==> src/rtl/memwb_skid_reg.sv <==
// MEM/WB pipeline register with valid/ready handshake, 2-entry skid buffer, flush and zero-register write guard.
// Optional stall/flush performance counters are enabled by defining MEMWB_PERF_CNT_EN.
module memwb_skid_reg #(
    parameter int DATA_W     = 32,
    parameter int REG_W      = 5,
    parameter int ZERO_GUARD = 1
`ifdef MEMWB_PERF_CNT_EN
    ,
    parameter int CNT_W      = 16
`endif
) (
    input  logic              clk,
    input  logic              rst,
    input  logic              flush,
    input  logic              in_valid,
    output logic              in_ready,
    input  logic [1:0]        in_wb,
    input  logic [DATA_W-1:0] in_rdata,
    input  logic [DATA_W-1:0] in_alu,
    input  logic [REG_W-1:0]  in_rd,
    output logic              out_valid,
    input  logic              out_ready,
    output logic              out_regw,
    output logic              out_memtoreg,
    output logic [DATA_W-1:0] out_rdata,
    output logic [DATA_W-1:0] out_alu,
    output logic [REG_W-1:0]  out_rd,
    output logic [DATA_W-1:0] out_wdata
`ifdef MEMWB_PERF_CNT_EN
    ,
    output logic [CNT_W-1:0]  stall_cnt,
    output logic [CNT_W-1:0]  flush_cnt
`endif
);

    // Entry layout: {RegWrite, MemToReg, rdata, alu, rd}
    localparam int ENT_W = 2 + 2 * DATA_W + REG_W;

    logic             out_valid_q, out_valid_d;
    logic             skid_valid_q, skid_valid_d;
    logic             in_ready_q, in_ready_d;
    logic [ENT_W-1:0] o_ent_q, o_ent_d;
    logic [ENT_W-1:0] s_ent_q, s_ent_d;
    logic [ENT_W-1:0] in_ent_s;
    logic             accept_s;
    logic             drain_s;

    assign in_ent_s = {in_wb, in_rdata, in_alu, in_rd};
    assign accept_s = in_valid && in_ready_q;
    assign drain_s  = out_valid_q && out_ready;

    // Next-state selection: flush wins, then skid refill, direct load, skid capture, drain.
    always_comb begin
        out_valid_d  = out_valid_q;
        skid_valid_d = skid_valid_q;
        in_ready_d   = in_ready_q;
        o_ent_d      = o_ent_q;
        s_ent_d      = s_ent_q;
        if (flush) begin
            out_valid_d  = 1'b0;
            skid_valid_d = 1'b0;
            in_ready_d   = 1'b1;
        end else if (skid_valid_q && (!out_valid_q || out_ready)) begin
            o_ent_d      = s_ent_q;
            out_valid_d  = 1'b1;
            skid_valid_d = 1'b0;
            in_ready_d   = 1'b1;
        end else if (!skid_valid_q && accept_s && (!out_valid_q || out_ready)) begin
            o_ent_d      = in_ent_s;
            out_valid_d  = 1'b1;
        end else if (!skid_valid_q && accept_s) begin
            // O is stalled: park the new entry so in_ready can drop a cycle late without loss
            s_ent_d      = in_ent_s;
            skid_valid_d = 1'b1;
            in_ready_d   = 1'b0;
        end else if (drain_s) begin
            out_valid_d  = 1'b0;
        end else begin
            out_valid_d  = out_valid_q;
        end
    end

    // State registers with asynchronous reset.
    always_ff @(posedge clk or posedge rst) begin
        if (rst) begin
            out_valid_q  <= 1'b0;
            skid_valid_q <= 1'b0;
            in_ready_q   <= 1'b1;
            o_ent_q      <= {ENT_W{1'b0}};
            s_ent_q      <= {ENT_W{1'b0}};
        end else begin
            out_valid_q  <= out_valid_d;
            skid_valid_q <= skid_valid_d;
            in_ready_q   <= in_ready_d;
            o_ent_q      <= o_ent_d;
            s_ent_q      <= s_ent_d;
        end
    end

    assign in_ready     = in_ready_q;
    assign out_valid    = out_valid_q;
    assign out_rd       = o_ent_q[REG_W-1:0];
    assign out_alu      = o_ent_q[REG_W +: DATA_W];
    assign out_rdata    = o_ent_q[REG_W + DATA_W +: DATA_W];
    assign out_memtoreg = o_ent_q[ENT_W-2];
    assign out_wdata    = out_memtoreg ? out_rdata : out_alu;
    assign out_regw     = o_ent_q[ENT_W-1] && out_valid_q &&
                          !((ZERO_GUARD != 0) && (out_rd == {REG_W{1'b0}}));

`ifdef MEMWB_PERF_CNT_EN
    logic [CNT_W-1:0] stall_cnt_q, stall_cnt_d;
    logic [CNT_W-1:0] flush_cnt_q, flush_cnt_d;

    // Saturating event counters.
    always_comb begin
        stall_cnt_d = stall_cnt_q;
        flush_cnt_d = flush_cnt_q;
        if (out_valid_q && !out_ready && (stall_cnt_q != {CNT_W{1'b1}})) begin
            stall_cnt_d = stall_cnt_q + {{(CNT_W-1){1'b0}}, 1'b1};
        end else begin
            stall_cnt_d = stall_cnt_q;
        end
        if (flush && (out_valid_q || skid_valid_q) && (flush_cnt_q != {CNT_W{1'b1}})) begin
            flush_cnt_d = flush_cnt_q + {{(CNT_W-1){1'b0}}, 1'b1};
        end else begin
            flush_cnt_d = flush_cnt_q;
        end
    end

    // Counter registers with asynchronous reset.
    always_ff @(posedge clk or posedge rst) begin
        if (rst) begin
            stall_cnt_q <= {CNT_W{1'b0}};
            flush_cnt_q <= {CNT_W{1'b0}};
        end else begin
            stall_cnt_q <= stall_cnt_d;
            flush_cnt_q <= flush_cnt_d;
        end
    end

    assign stall_cnt = stall_cnt_q;
    assign flush_cnt = flush_cnt_q;
`endif

endmodule

==> config.mk <==
export PLATFORM = sky130hd
export DESIGN_NAME = memwb_skid_reg
export DESIGN_NICKNAME = d
export VERILOG_FILES = /design/src/rtl/memwb_skid_reg.sv
export SDC_FILE = /design/constraint.sdc
export NUM_CORES = 1
export LEC_CHECK = 0
export ABC_CLOCK_PERIOD_IN_PS = 10200
export BUFFER_PORTS_ARGS = -buffer_cell sky130_fd_sc_hd__clkbuf_2
export CORE_MARGIN = 5
export CORE_UTILIZATION = 58
export CTS_CLUSTER_DIAMETER = 40
export DETAILED_ROUTE_END_ITERATION = 6
export MAX_ROUTING_LAYER = met4
export PLACE_DENSITY = 0.86
export SLEW_MARGIN = 40
export SYNTH_ARGS = -nofsm -noshare
export SYNTH_HDL_FRONTEND = slang
export SYNTH_SLANG_ARGS = --single-unit
==> constraint.sdc <==
create_clock -name clk -period 10.2 [get_ports clk]
set_input_delay 1.02 -clock clk [delete_from_list [all_inputs] [get_ports clk]]
set_output_delay 1.02 -clock clk [all_outputs]
set_load 0.005 [all_outputs]
==> results_dict.tcl <==
set metrics [dict create \
    status "finished clean" \
    cp_common_cell "buf_4" \
    yosysWarnings 0 \
    slew_headroom 0.418 \
    layout.nets 797 \
    synthCells 638 \
    fin_crit_sh 0.298 \
    grt_pass1_wl_mm 29.1 \
    ios 181 \
    tns_ps 0 \
    fp.dieH_um 122 \
    synth_cell_types 30 \
    cts_made_buffers 17 \
    antenna_found_initial 0 \
    r2r.worst_path.cells 4 \
    post-cts-setup-buffers 0 \
    r2r_slack_ps 7680 \
    cts.sinks 145 \
    seq_area_frac_synth 0.495 \
    netlist_area_um2 7330 \
    crit_type "primary input to flip-flop" \
    reg2reg_from "out_valid" \
    cts_root_buf "clkbuf_16" \
    area_growth_pct 13.6 \
    p_leak_nw 4.04 \
    syn_nets 714 \
    cts_resized 0 \
    clock_latency_ps 410 \
    finalHoldViolations 0 \
    placement_rows 41 \
    synth_edf_count 0 \
    arrival_ps 3380 \
    cp.required_ps 10540 \
    htree_levels 4 \
    busiest_layer "met2" \
    core_area_um2 12500 \
    async_reset_ff_frac 1.00 \
    initial_core_util 0.585 \
    path_max_fanout 79 \
    max_stage_delay_ps 660 \
    min_to "s_ent_q[63]" \
    hold_class "flip-flop to flip-flop" \
    worst_slew_pin_slew_ps 874 \
    report.final.slew_viol_count 0 \
    clk_path_buf_depth 2 \
    crit_chain "clkbuf_2, buf_4, inv_1, nand3_2, buf_4, o221a_1" \
    wl_mm 18.3 \
    skew_ps 5.91 \
    nFillCells 954 \
    fmax_mhz 329 \
    grtUsageMet3 0.0452 \
    die-area_um2 15000 \
    grt_setup_unrepaired "false" \
    avgRoutedWirePerCell_um 20.2 \
    use_met2 0.403 \
    cts_hold_buf 0 \
    routed_via_density 5.95 \
    grt_pass1_vias 5810 \
    ff_latch_area_um2 3630 \
    cts_tree "yes" \
    slowest_stage "buf_4" \
    antenna_cells 0 \
    syn_area_per_cell_um2 11.5 \
    synth_flop_cell "dfrtp_1" \
    gp_congestion 0.815 \
    grt_usage 0.254 \
    initialDrtViolationCount 499 \
    grt_max_degree 80 \
    io_buffer_count 180 \
    multi_input_area_um2 2610 \
    dp_hpwl_mm 11.6 \
    dr.pass1.iters 5 \
    path_clk_slew_ps 60 \
    hp-start "s_ent_q[63]" \
    startpoint_type "primary input" \
    drv_cap 0 \
    ant_nets 0 \
    critPathLaunch "flush" \
    die_width_um 122 \
    timing.rr.end "o_ent_q[44]" \
    powerDensity_nw_per_um2 228 \
    final-setup-viol-count 0 \
    cp-end-kind "flip-flop" \
    drive_gt1_frac 0.403 \
    final.min_clock_period_ps 3040 \
    power_w 0.00190 \
    grt_overflow 0 \
    ir_drop_uv 91.8 \
    ys_ff_latch 145 \
    via_count 5383 \
    hold_path_depth 1 \
    grt.met1_usage 0.319 \
    drc 0 \
]
-- metal layers --
metal | up-vias | wire (um)
li1 | 2394 | -
met1 | 2688 | 7680
met2 | 255 | 8990
met3 | 46 | 1100
met4 | 0 | 509
met5 | - | 0
-- cells in the final DEF (no fill, tap or decap), types with 2 or more instances in the layout --
| master | n |
|---|---|
| a21oi_1 | 2 |
| buf_4 | 6 |
| bufinv_16 | 4 |
| clkbuf_16 | 17 |
| clkbuf_2 | 180 |
| clkbuf_8 | 2 |
| clkinv_2 | 2 |
| clkinvlp_4 | 4 |
| dfrtp_1 | 143 |
| inv_1 | 71 |
| mux2_1 | 2 |
| mux2_2 | 59 |
| mux2_4 | 10 |
| nand2_1 | 33 |
| nand2b_1 | 2 |
| o21ai_0 | 33 |
| o221a_1 | 70 |
| o31ai_1 | 70 |
-- kinds of logic (layout without fill, tap and decap cells) --
kind of cell,Yosys count,in the layout,synth area share
buffers and inverters,196,290,0.152
multiplexers,71,71,0.114
flip-flops,145,145,0.495
AND/OR/NAND/NOR,47,47,0.0312
AO/OA/AOI/OAI,179,179,0.207
-- worst max path at each step --
stage	to	cells past startpoint
finish	o_ent_q[30]	6
global route	o_ent_q[30]	6
CTS	o_ent_q[60]	6
detailed placement	o_ent_q[35]	6
global placement	o_ent_q[69]	6
floorplan	o_ent_q[0]	1
-- state kept, by name (all words and copies together), names as in the netlist --
| register | cells |
|---|---|
| o_ent_q | 71 |
| out_valid | 1 |
| s_ent_q | 71 |
| skid_valid_q | 1 |
| in_ready | 1 |
-- worst max-delay path: cells and delay by family --
family | cells | cell delay (ps)
AOI/OAI and AO/OA | 1 | 280
buffers and inverters | 4 | 1450
and+or+nand+nor | 1 | 590
-- layout make-up --
class	instances	share of cell area
Clock inverter	10	0.0192
Tap cell	172	0.0259
Clock buffer	20	0.0549
Inverter	72	0.0331
Sequential cell	145	0.437
Multi-Input combinational cell	297	0.313
Timing Repair Buffer	188	0.117
-- Yosys cell counts, types with 2 or more instances --
master    count  area (um2)
clkbuf_1     36         135
buf_2         2        10.0
a21oi_1       3        15.0
mux2_2       59         664
nand2_1      33         124
mux2_1        2        22.5
o221a_1      70         788
mux2_4       10         150
nor2b_1       2        12.5
nand3_1       2        10.0
buf_6        15         169
nand2b_1      2        12.5
inv_1        72         270
o31ai_1      70         526
o21ai_0      33         165
dfrtp_1     144        3600
buf_4        70         526
-- power breakdown --
part / switching (W) / leakage [nW] / internal [W] / total (W)
Combinational: 0.000198 / 2.07 / 0.000223 / 0.000421
Sequential: 0.000108 / 1.68 / 0.000715 / 0.000822
Clock: 0.000235 / 0.290 / 0.000419 / 0.000653
Total: 0.000541 / 4.04 / 0.00136 / 0.00190
-- per-stage QoR --
| stage | setup WS (ps) | cells | util | area (um2) | hold slack [ps] |
|---|---|---|---|---|---|
| global placement | 6910 | 873 | 0.614 | 7680 | 468 |
| detailed placement | 6790 | 874 | 0.616 | 7700 | 476 |
| floorplan | 5290 | 638 | - | 7330 | 459 |
| finish | 7160 | 904 | 0.665 | 8320 | 506 |
| CTS | 7220 | 904 | 0.665 | 8320 | 507 |
| global route | 7010 | 904 | 0.665 | 8320 | 516 |
Power figures use the tool's default switching activity.
